[src/rtl/toy_bus_pkg.sv]
// ToyBus request/ack payload types shared by the round-robin ordering node,
// its interface and its order FIFO.
package toy_bus_pkg;

    localparam int TOY_BUS_ADDR_W = 32;
    localparam int TOY_BUS_DATA_W = 32;
    localparam int TOY_BUS_STRB_W = 4;
    localparam int TOY_BUS_ID_W   = 4;
    localparam int NUM_PORTS      = 2;

    typedef struct packed {
        logic [TOY_BUS_ADDR_W-1:0] addr;
        logic [TOY_BUS_STRB_W-1:0] strb;
        logic [TOY_BUS_DATA_W-1:0] data;
        logic                      opcode;
        logic [TOY_BUS_ID_W-1:0]   src_id;
        logic [TOY_BUS_ID_W-1:0]   tgt_id;
    } toy_bus_req_t;

    typedef struct packed {
        logic                      opcode;
        logic [TOY_BUS_DATA_W-1:0] data;
        logic [TOY_BUS_ID_W-1:0]   src_id;
        logic [TOY_BUS_ID_W-1:0]   tgt_id;
    } toy_bus_ack_t;

endpackage

[src/rtl/toy_bus_rr_arb_ord_node_if.sv]
// Bundle of both requester ports, the target port and status for the ordering node.
// Index N of each in_* vector is requester N.
interface toy_bus_rr_arb_ord_node_if #(
    parameter int CNT_W = 3
);
    import toy_bus_pkg::*;

    logic         [NUM_PORTS-1:0] in_req_vld;
    logic         [NUM_PORTS-1:0] in_req_rdy;
    toy_bus_req_t [NUM_PORTS-1:0] in_req;

    logic                         out0_req_vld;
    logic                         out0_req_rdy;
    toy_bus_req_t                 out0_req;

    logic                         out0_ack_vld;
    logic                         out0_ack_rdy;
    toy_bus_ack_t                 out0_ack;

    logic         [NUM_PORTS-1:0] in_ack_vld;
    logic         [NUM_PORTS-1:0] in_ack_rdy;
    toy_bus_ack_t [NUM_PORTS-1:0] in_ack;

    logic         [CNT_W-1:0]     ost_cnt;
    logic                         err_unexp_ack;

    modport master (
        output in_req_vld, in_req, out0_req_rdy, out0_ack_vld, out0_ack, in_ack_rdy,
        input  in_req_rdy, out0_req_vld, out0_req, out0_ack_rdy, in_ack_vld, in_ack,
        input  ost_cnt, err_unexp_ack
    );

    modport slave (
        input  in_req_vld, in_req, out0_req_rdy, out0_ack_vld, out0_ack, in_ack_rdy,
        output in_req_rdy, out0_req_vld, out0_req, out0_ack_rdy, in_ack_vld, in_ack,
        output ost_cnt, err_unexp_ack
    );

endinterface

[src/rtl/toy_bus_rr_arb_ord_node_fifo.sv]
// In-order ID FIFO: remembers which requester owns each outstanding transaction.
// Caller guarantees no push when full and no pop when empty.
module toy_bus_ord_fifo #(
    parameter int DEPTH = 4,
    parameter int CNT_W = $clog2(DEPTH) + 1
) (
    input  logic             clk,
    input  logic             rst,
    input  logic             i_push,
    input  logic             i_din,
    input  logic             i_pop,
    output logic             o_dout,
    output logic             o_full,
    output logic             o_empty,
    output logic [CNT_W-1:0] o_count
);
    localparam int AW = $clog2(DEPTH);

    logic [DEPTH-1:0] r_mem;
    logic [AW-1:0]    r_wptr;
    logic [AW-1:0]    r_rptr;
    logic [CNT_W-1:0] r_count;

    always_ff @(posedge clk or posedge rst) begin
        if (rst) begin
            r_mem   <= '0;
            r_wptr  <= '0;
            r_rptr  <= '0;
            r_count <= '0;
        end else begin
            if (i_push) begin
                r_mem[r_wptr] <= i_din;
                r_wptr        <= r_wptr + AW'(1);
            end
            if (i_pop) begin
                r_rptr <= r_rptr + AW'(1);
            end
            // Occupancy tracked separately so full and empty stay distinguishable.
            case ({i_push, i_pop})
                2'b10:   r_count <= r_count + CNT_W'(1);
                2'b01:   r_count <= r_count - CNT_W'(1);
                default: r_count <= r_count;
            endcase
        end
    end

    assign o_dout  = r_mem[r_rptr];
    assign o_full  = (r_count == CNT_W'(DEPTH));
    assign o_empty = (r_count == '0);
    assign o_count = r_count;

endmodule

[src/rtl/toy_bus_rr_arb_ord_node.sv]
// Two-requester round-robin arbiter in front of one ToyBus target, with in-order
// ack routing back to the requester that owns the oldest outstanding transaction.
module toy_bus_rr_arb_ord_node
    import toy_bus_pkg::*;
#(
    parameter int OST_DEPTH = 4,
    parameter int CNT_W     = $clog2(OST_DEPTH) + 1
) (
    input  logic                         clk,
    input  logic                         rst,
    toy_bus_rr_arb_ord_node_if.slave     bus
);
    logic             w_full;
    logic             w_empty;
    logic             w_head;
    logic [CNT_W-1:0] w_cnt;
    logic             w_grant;
    logic             w_out_vld;
    logic             w_req_fire;
    logic             w_ack_fire;

    logic             r_rr_ptr;
    logic             r_lock;
    logic             r_lock_port;
    logic             r_err;

    // A stalled grant is pinned so a late-arriving second requester cannot steal it.
    always_comb begin
        w_grant = bus.in_req_vld[1];
        if (r_lock && bus.in_req_vld[r_lock_port]) begin
            w_grant = r_lock_port;
        end else if (&bus.in_req_vld) begin
            w_grant = r_rr_ptr;
        end
        w_out_vld  = (|bus.in_req_vld) & ~w_full & ~rst;
        w_req_fire = w_out_vld & bus.out0_req_rdy;
        w_ack_fire = bus.out0_ack_vld & ~w_empty & bus.in_ack_rdy[w_head] & ~rst;
    end

    always_comb begin
        bus.out0_req_vld        = w_out_vld;
        bus.out0_req            = bus.in_req[w_grant];
        bus.in_req_rdy          = '0;
        bus.in_req_rdy[w_grant] = bus.out0_req_rdy & ~w_full & ~rst;

        bus.in_ack_vld          = '0;
        bus.in_ack_vld[w_head]  = bus.out0_ack_vld & ~w_empty & ~rst;
        bus.in_ack              = {NUM_PORTS{bus.out0_ack}};
        // Acks with nothing outstanding are swallowed rather than allowed to hang the target.
        bus.out0_ack_rdy        = ~rst & (w_empty | bus.in_ack_rdy[w_head]);

        bus.ost_cnt             = w_cnt;
        bus.err_unexp_ack       = r_err;
    end

    always_ff @(posedge clk or posedge rst) begin
        if (rst) begin
            r_rr_ptr    <= 1'b0;
            r_lock      <= 1'b0;
            r_lock_port <= 1'b0;
            r_err       <= 1'b0;
        end else begin
            if (w_req_fire) begin
                r_rr_ptr <= ~w_grant;
            end
            r_lock      <= w_out_vld & ~bus.out0_req_rdy;
            r_lock_port <= w_grant;
            if (bus.out0_ack_vld && w_empty) begin
                r_err <= 1'b1;
            end
        end
    end

    toy_bus_ord_fifo #(
        .DEPTH (OST_DEPTH),
        .CNT_W (CNT_W)
    ) u_ord_fifo (
        .clk     (clk),
        .rst     (rst),
        .i_push  (w_req_fire),
        .i_din   (w_grant),
        .i_pop   (w_ack_fire),
        .o_dout  (w_head),
        .o_full  (w_full),
        .o_empty (w_empty),
        .o_count (w_cnt)
    );

endmodule

[src/flat_wrapper.sv]
// flat-port wrapper written by rule: the top's interface ports become plain ports
module toy_bus_rr_arb_ord_node_flat import toy_bus_pkg::*;
#(
    parameter int OST_DEPTH = 4,
    parameter int CNT_W     = $clog2(OST_DEPTH) + 1
)
  (clk, rst, bus_in_req_vld, bus_in_req, bus_out0_req_rdy, bus_out0_ack_vld, bus_out0_ack, bus_in_ack_rdy, bus_in_req_rdy, bus_out0_req_vld, bus_out0_req, bus_out0_ack_rdy, bus_in_ack_vld, bus_in_ack, bus_ost_cnt, bus_err_unexp_ack);
  toy_bus_rr_arb_ord_node_if #(.CNT_W(CNT_W)) bus_i ();
  input  logic clk;
  input  logic rst;
  input wire logic [$bits(bus_i.in_req_vld)-1:0] bus_in_req_vld;
  input wire logic [$bits(bus_i.in_req)-1:0] bus_in_req;
  input wire logic [$bits(bus_i.out0_req_rdy)-1:0] bus_out0_req_rdy;
  input wire logic [$bits(bus_i.out0_ack_vld)-1:0] bus_out0_ack_vld;
  input wire logic [$bits(bus_i.out0_ack)-1:0] bus_out0_ack;
  input wire logic [$bits(bus_i.in_ack_rdy)-1:0] bus_in_ack_rdy;
  output wire logic [$bits(bus_i.in_req_rdy)-1:0] bus_in_req_rdy;
  output wire logic [$bits(bus_i.out0_req_vld)-1:0] bus_out0_req_vld;
  output wire logic [$bits(bus_i.out0_req)-1:0] bus_out0_req;
  output wire logic [$bits(bus_i.out0_ack_rdy)-1:0] bus_out0_ack_rdy;
  output wire logic [$bits(bus_i.in_ack_vld)-1:0] bus_in_ack_vld;
  output wire logic [$bits(bus_i.in_ack)-1:0] bus_in_ack;
  output wire logic [$bits(bus_i.ost_cnt)-1:0] bus_ost_cnt;
  output wire logic [$bits(bus_i.err_unexp_ack)-1:0] bus_err_unexp_ack;
  assign bus_i.in_req_vld = bus_in_req_vld;
  assign bus_i.in_req = bus_in_req;
  assign bus_i.out0_req_rdy = bus_out0_req_rdy;
  assign bus_i.out0_ack_vld = bus_out0_ack_vld;
  assign bus_i.out0_ack = bus_out0_ack;
  assign bus_i.in_ack_rdy = bus_in_ack_rdy;
  assign bus_in_req_rdy = bus_i.in_req_rdy;
  assign bus_out0_req_vld = bus_i.out0_req_vld;
  assign bus_out0_req = bus_i.out0_req;
  assign bus_out0_ack_rdy = bus_i.out0_ack_rdy;
  assign bus_in_ack_vld = bus_i.in_ack_vld;
  assign bus_in_ack = bus_i.in_ack;
  assign bus_ost_cnt = bus_i.ost_cnt;
  assign bus_err_unexp_ack = bus_i.err_unexp_ack;
  toy_bus_rr_arb_ord_node #(.OST_DEPTH(OST_DEPTH), .CNT_W(CNT_W)) u_core (.clk(clk), .rst(rst), .bus(bus_i));
endmodule
[config.mk]
export PLATFORM = sky130hd
export DESIGN_NAME = toy_bus_rr_arb_ord_node_flat
export DESIGN_NICKNAME = d
export VERILOG_FILES = /design/src/rtl/toy_bus_pkg.sv /design/src/rtl/toy_bus_rr_arb_ord_node_if.sv /design/src/rtl/toy_bus_rr_arb_ord_node_fifo.sv /design/src/rtl/toy_bus_rr_arb_ord_node.sv /design/src/flat_wrapper.sv
export SDC_FILE = /design/constraint.sdc
export NUM_CORES = 1
export LEC_CHECK = 0
export BUFFER_PORTS_ARGS = -buffer_cell sky130_fd_sc_hd__buf_2
export CAP_MARGIN = 20
export CORE_AREA = 5 5 143 145
export DETAILED_ROUTE_END_ITERATION = 16
export DIE_AREA = 0 0 148 150
export SYNTH_ARGS = -nofsm -noshare
export SYNTH_HDL_FRONTEND = slang
export SYNTH_SLANG_ARGS = --single-unit
[constraint.sdc]
create_clock -name clk -period 2.9 [get_ports clk]
set_input_delay 0.58 -clock clk [delete_from_list [all_inputs] [get_ports clk]]
set_output_delay 0.58 -clock clk [all_outputs]
set_load 0.02 [all_outputs]
# == Word-level counts from Yosys, hierarchy flattened ==
# Index checks and enable logic that the tools add are counted.
# W data, S select, Z words.
# word_totals
elab_cells,69
out_inout_bits,169
reg_bits,15
inputBits,203
# op_classes
n_mux,18
magnitude_cmp,8
n_eq_ne,3
bitwise,19
n_reduce_logical,9
n_addsub,4
# ops
op,count
$mux W77,2
$and A1 B1 Y1,11
$mux W1,10
$lt A1 B2 Y1 const B,3
$lt A2 B3 Y1 const B,2
$pmux W3 S2,1
$logic_and A1 B1 Y1,5
$not A1 Y1,5
$add A2 B1 Y2 const B,2
$and A2 B2 Y2,2
$bwmux W4,1
$add A3 B1 Y3 const B,1
$eq A3 B3 Y1 const B,1
$logic_not A3 Y1,1
$sub A3 B1 Y3 const B,1
$bmux W1 S2,1
$demux W1 S1,2
$demux W1 S2,1
$eq A2 B1 Y1 const B,1
$eq A2 B2 Y1 const B,1
$ge A1 B1 Y1 const B,2
$ge A2 B1 Y1 const B,1
$reduce_and A2 Y1,1
$reduce_bool A2 Y1,1
2 further kinds,2

# == Longest topological paths before layout ==
# depth
ltp_word,9
depth_mapped,10
mapped_depth_nobuf,10

# == Hierarchy ==
# A second synthesis with hierarchy kept.
# hier_totals
hier_cells,242
hier_area_um2,2417.3
# by_module_without_submodules
mod,area_per_inst_um2,instances,cells_each
toy_bus_rr_arb_ord_node,1853.0,1,195
toy_bus_ord_fifo,564.3,1,47

# == Least setup slack after synthesis ==
# OpenSTA, ideal clock, no wires.
# synth_path
kind,in2reg
start,input port rst
end,"register u_core.u_ord_fifo.r_count[2], in the netlist u_core.u_ord_fifo.o_count[2]"
slack_ns,0.534
arrival_time_ns,2.286
setup_time_ns,0.080
path_stages,9
path_cell_list,inv_1 nand3_1 nor2_1 ha_1 inv_1 fa_1 xor2_1 nor2_1 xor2_1
# synth_between
word_cells_on_any_way,8
cone_classes,eq/ne (2); mux (1); bitwise (4); reduce/logical (1)
# synth_lines
item,line,rtl
"start, declared",flat_wrapper.sv:10,input logic rst;
$not A1 Y1 *,toy_bus_rr_arb_ord_node.sv:37,w_ack_fire = bus.out0_ack_vld & ~w_empty & bus.in_ack_rdy[w_head] & ~rst;
$and A1 B1 Y1 *,toy_bus_rr_arb_ord_node.sv:37,
via u_core.u_ord_fifo.i_pop,toy_bus_rr_arb_ord_node_fifo.sv:11,"input logic i_pop,"
$eq A2 B1 Y1 / $eq A2 B2 Y1 (equally long branches),toy_bus_rr_arb_ord_node_fifo.sv:39,"case ({i_push, i_pop})"
$pmux W3 S2 / $reduce_bool A2 Y1 (equally long branches),n/a,
"end signal, assigned",toy_bus_rr_arb_ord_node_fifo.sv:40,2'b10: r_count <= r_count + CNT_W'(1);
"end signal, assigned",toy_bus_rr_arb_ord_node_fifo.sv:41,2'b01: r_count <= r_count - CNT_W'(1);
"end signal, assigned",toy_bus_rr_arb_ord_node_fifo.sv:42,default: r_count <= r_count;
"end, declared",toy_bus_rr_arb_ord_node_fifo.sv:22,logic [CNT_W-1:0] r_count;
# The timed path passes the listed nets; every way through them passes the cells marked *.
# A chain may end at the register's enable or synchronous reset.

# == Final worst setup path ==
# layout_path
start,register u_core.r_lock
end,output port bus_out0_req[29]
# layout_between
elab_chain_len,4
# layout_lines
item,line,rtl
"start, declared",toy_bus_rr_arb_ord_node.sv:23,logic r_lock;
"start signal, assigned",toy_bus_rr_arb_ord_node.sv:66,r_lock <= w_out_vld & ~bus.out0_req_rdy;
$logic_and A1 B1 Y1,toy_bus_rr_arb_ord_node.sv:30,if (r_lock && bus.in_req_vld[r_lock_port]) begin
$mux W1,toy_bus_rr_arb_ord_node.sv:30,
$mux W77 (implied by the code) (2 in a row),toy_bus_rr_arb_ord_node.sv:42,bus.out0_req = bus.in_req[w_grant];
"end, declared",flat_wrapper.sv:19,output wire logic [$bits(bus_i.out0_req)-1:0] bus_out0_req;
# No other way between the ends. The select of a mux whose other input is x is not followed.

==> results.ini <==
[status]
run_status=complete, no violations

[pwr]
vdd_ir_drop_max_v=0.000229
p_leak_nw=1.74
p_per_area_mw_per_mm2=529

[clock_network]
clock_sink_count=15
ctsHtreeMaxLevel=1
max-clock-path-buffers=2
cts_root_buffer=sky130_fd_sc_hd__clkbuf_16
clock_tree_from_tritoncts=done
postCtsHoldBufs=0
cts_buffers=3
post_cts.repair.setup_buffers=0
cts.clk_slew.worst_paths_ps=50
insertion_delay_ps=250
ctsResizeCount=0

[global_routing]
global_route.overflow_total=0
gr-usage-all-layers_pct=8.62
first_global_vias=2291
number_of_antenna_violations_at_the_first_check_in_global_routing=1
grt_pass1_wl_um=14400
maximum_number_of_pins_on_one_net_before_global_route_repair=61

[detailed_routing]
routed-wl-met2_um=4840
drt-total-wl_um=10800
post_drt_via_cell_ratio=3.48
drt_drc_violations_left=0
antenna_left=0
maxUsedRoutingLayer=met5
route.layer.met1.wl_um=4420
drt_first_iter_violations=75
routed-via-count=2241
number_of_search_and_repair_iterations_in_the_first_detailed_routing_pass=4
per_cell_routed_wire_length_um=16.8
route.met3.wl_um=1210

[job]
max-cap-violations=0

[synth]
synth-adder-area-share_pct=3.49
number_of_warning_messages_in_the_yosys_log=0
synth.net_count=450
synth_top_cell_by_area=sky130_fd_sc_hd__mux2_2
ys_seq_area_share_pct=15.9
postSynthRegisterBits=15
synth_top_area_share_pct=36.7
ys_types=28
post_synth.cell_area_avg_um2=9.81
synth_area_mm2=0.00236
netlist_top_cells_area=sky130_fd_sc_hd__mux2_2 (37%), sky130_fd_sc_hd__buf_4 (28%), sky130_fd_sc_hd__dfrtp_1 (16%)
combinational_family_with_the_most_area_after_synthesis=multiplexers
synthMuxAreaShare_pct=42.0
syn-instance-count=241
post_synth_and_or_nand_nor_area_fraction_pct=5.45
post_synth_xor_area_fraction_pct=1.85
share_of_the_synthesized_area_in_compound_gates_ao_oa_aoi_oai_pct=1.59

[timing]
post-route-period-util_pct=87.9
setup_repair_after_global_routing_missed_its_margin=no
fin_tns_setup_ps=0
final_max_slew_viol_count=0
fin_crit_ps=2550
worst-slew-pin-transition_ps=534
maxClockFrequency_mhz=392
finalHoldViolations=0
worst_relative_slew_slack_pct=64.2
clock-skew-final_ps=0.724
timing.final.setup_violations=0

[layout]
fin_area_mm2=0.00336
drive_gt1_share_pct=82.5
leading_cell_type_in_the_layout_fill_and_taps_excluded=sky130_fd_sc_hd__buf_2
flow.area_growth_from_synthesis_pct=42.2
finalNetCount=616
n_antenna_cell=0
layout.cells.most_common_list=sky130_fd_sc_hd__buf_2 (248), sky130_fd_sc_hd__mux2_2 (77), sky130_fd_sc_hd__dfrtp_1 (15)

[placed_design]
routabilityCongestion=0.704
port-buffer-count=248
detailed_place_hpwl_um=9790
detailed_place.area_mm2=0.00328

[setup_path]
endpoint_kind_of_the_worst_setup_timing_path=output pin
worst_ep_arrival_time_ps=1970
criticalPathCategory=reg -> out
timing.critical_path.fanout_max=60
startpoint_type=flop
worst_ep_required_time_ps=2320

[floorplan]
floorplan.io_pins=372
start_util_pct=12.4
floorplan.die.width_um=148
core_area_mm2=0.0191
floorplan.die.height_um=150
total_number_of_placement_rows=51
die_outline_area_mm2=0.0222

[worst_hold_path]
worstHoldPathType=in -> async

[per-layer routing]
metal / global-route usage, % / vias up
met1: 11.0 / 986
met4: 3.56 / 2
met5: 0 / -
li1: - / 1068
met2: 13.0 / 153
met3: 3.27 / 32
[cells by family after synthesis]
logic type,Yosys count
buf+inv,99
mux,89
simple gates,21
flops,15
compound gates,6
fa+ha+maj,6
xor+xnor,5
[synth_stat cells]
cell type                   n
sky130_fd_sc_hd__mux2_1     4
sky130_fd_sc_hd__o31ai_1    1
sky130_fd_sc_hd__or3_1      1
sky130_fd_sc_hd__inv_1      8
sky130_fd_sc_hd__a21oi_1    1
sky130_fd_sc_hd__nand2_1    5
sky130_fd_sc_hd__a21boi_1   1
sky130_fd_sc_hd__nor4b_4    1
sky130_fd_sc_hd__xor2_1     3
sky130_fd_sc_hd__buf_4     87
sky130_fd_sc_hd__nor3b_2    1
sky130_fd_sc_hd__xnor2_1    2
sky130_fd_sc_hd__nor3b_1    1
sky130_fd_sc_hd__mux2i_1    8
sky130_fd_sc_hd__nor4_1     1
sky130_fd_sc_hd__mux2_2    77
sky130_fd_sc_hd__buf_2      4
sky130_fd_sc_hd__nor3_1     1
sky130_fd_sc_hd__ha_1       5
sky130_fd_sc_hd__and2_1     1
sky130_fd_sc_hd__nor4b_1    1
sky130_fd_sc_hd__o21bai_1   1
sky130_fd_sc_hd__o21ai_0    2
sky130_fd_sc_hd__nand3_1    1
sky130_fd_sc_hd__fa_1       1
sky130_fd_sc_hd__nor2_1     6
sky130_fd_sc_hd__dfrtp_1   15
sky130_fd_sc_hd__nor2b_1    1
[through the flow]
stage,worst slack (ps),hold slack [ps],cells,utilization [%],power [mW]
after floorplan,534,464,241,-,1.27
after global placement,484,466,640,17.2,1.51
after detailed placement,459,460,640,17.2,1.53
after CTS,344,444,644,17.6,1.81
after global routing,265,463,644,17.6,1.91
final,351,438,644,17.6,1.78
[final timing paths]
path / startpoint / to / slack (ps) / depth (start not counted)
worst max-delay path: u_core.r_lock / bus_out0_req[29] / 350 / 5
worst min-delay path: rst / u_core.u_ord_fifo.r_rptr[0] / 440 / 3
min in group clk: u_core.bus.err_unexp_ack / u_core.bus.err_unexp_ack / 470 / 1
worst max register to register: u_core.u_ord_fifo.r_rptr[1] / u_core.u_ord_fifo.o_count[2] / 600 / 10
max in group asynchronous: rst / u_core.u_ord_fifo.o_count[0] / 2280 / 3
worst min register to register: u_core.bus.err_unexp_ack / u_core.bus.err_unexp_ack / 470 / 1
[state kept, by name (all words and copies together), names as in the netlist]
signal and count:
u_core.bus.err_unexp_ack 1, u_core.r_lock 1, u_core.r_lock_port 1, u_core.r_rr_ptr 1, u_core.u_ord_fifo.o_count 3, u_core.u_ord_fifo.r_mem 4, u_core.u_ord_fifo.r_rptr 2, u_core.u_ord_fifo.r_wptr 2
[critical path, cell delays in order, from the launching register on]
cell and delay (ps):
sky130_fd_sc_hd__dfrtp_1 390, sky130_fd_sc_hd__mux2i_1 170, sky130_fd_sc_hd__a21boi_4 210, sky130_fd_sc_hd__buf_12 280
sky130_fd_sc_hd__mux2_2 400, sky130_fd_sc_hd__buf_2 190
[cell type report]
type / instances / area [µm²]
repair buffers: 252 / 1280
multi-input cells: 127 / 1300
flip-flops and latches: 15 / 375
fillers: 2147 / 15700
well taps: 238 / 298
inverters: 8 / 30.0
clock buffers: 4 / 78.8
[report_power, final]
| group | internal [mW] | switching [mW] | total, mW |
|---|---|---|---|
| logic | 0.503 | 0.628 | 1.13 |
| clock network | 0.186 | 0.0859 | 0.272 |
| registers | 0.302 | 0.0746 | 0.377 |
No activity file was read; power rests on OpenSTA's default activity.
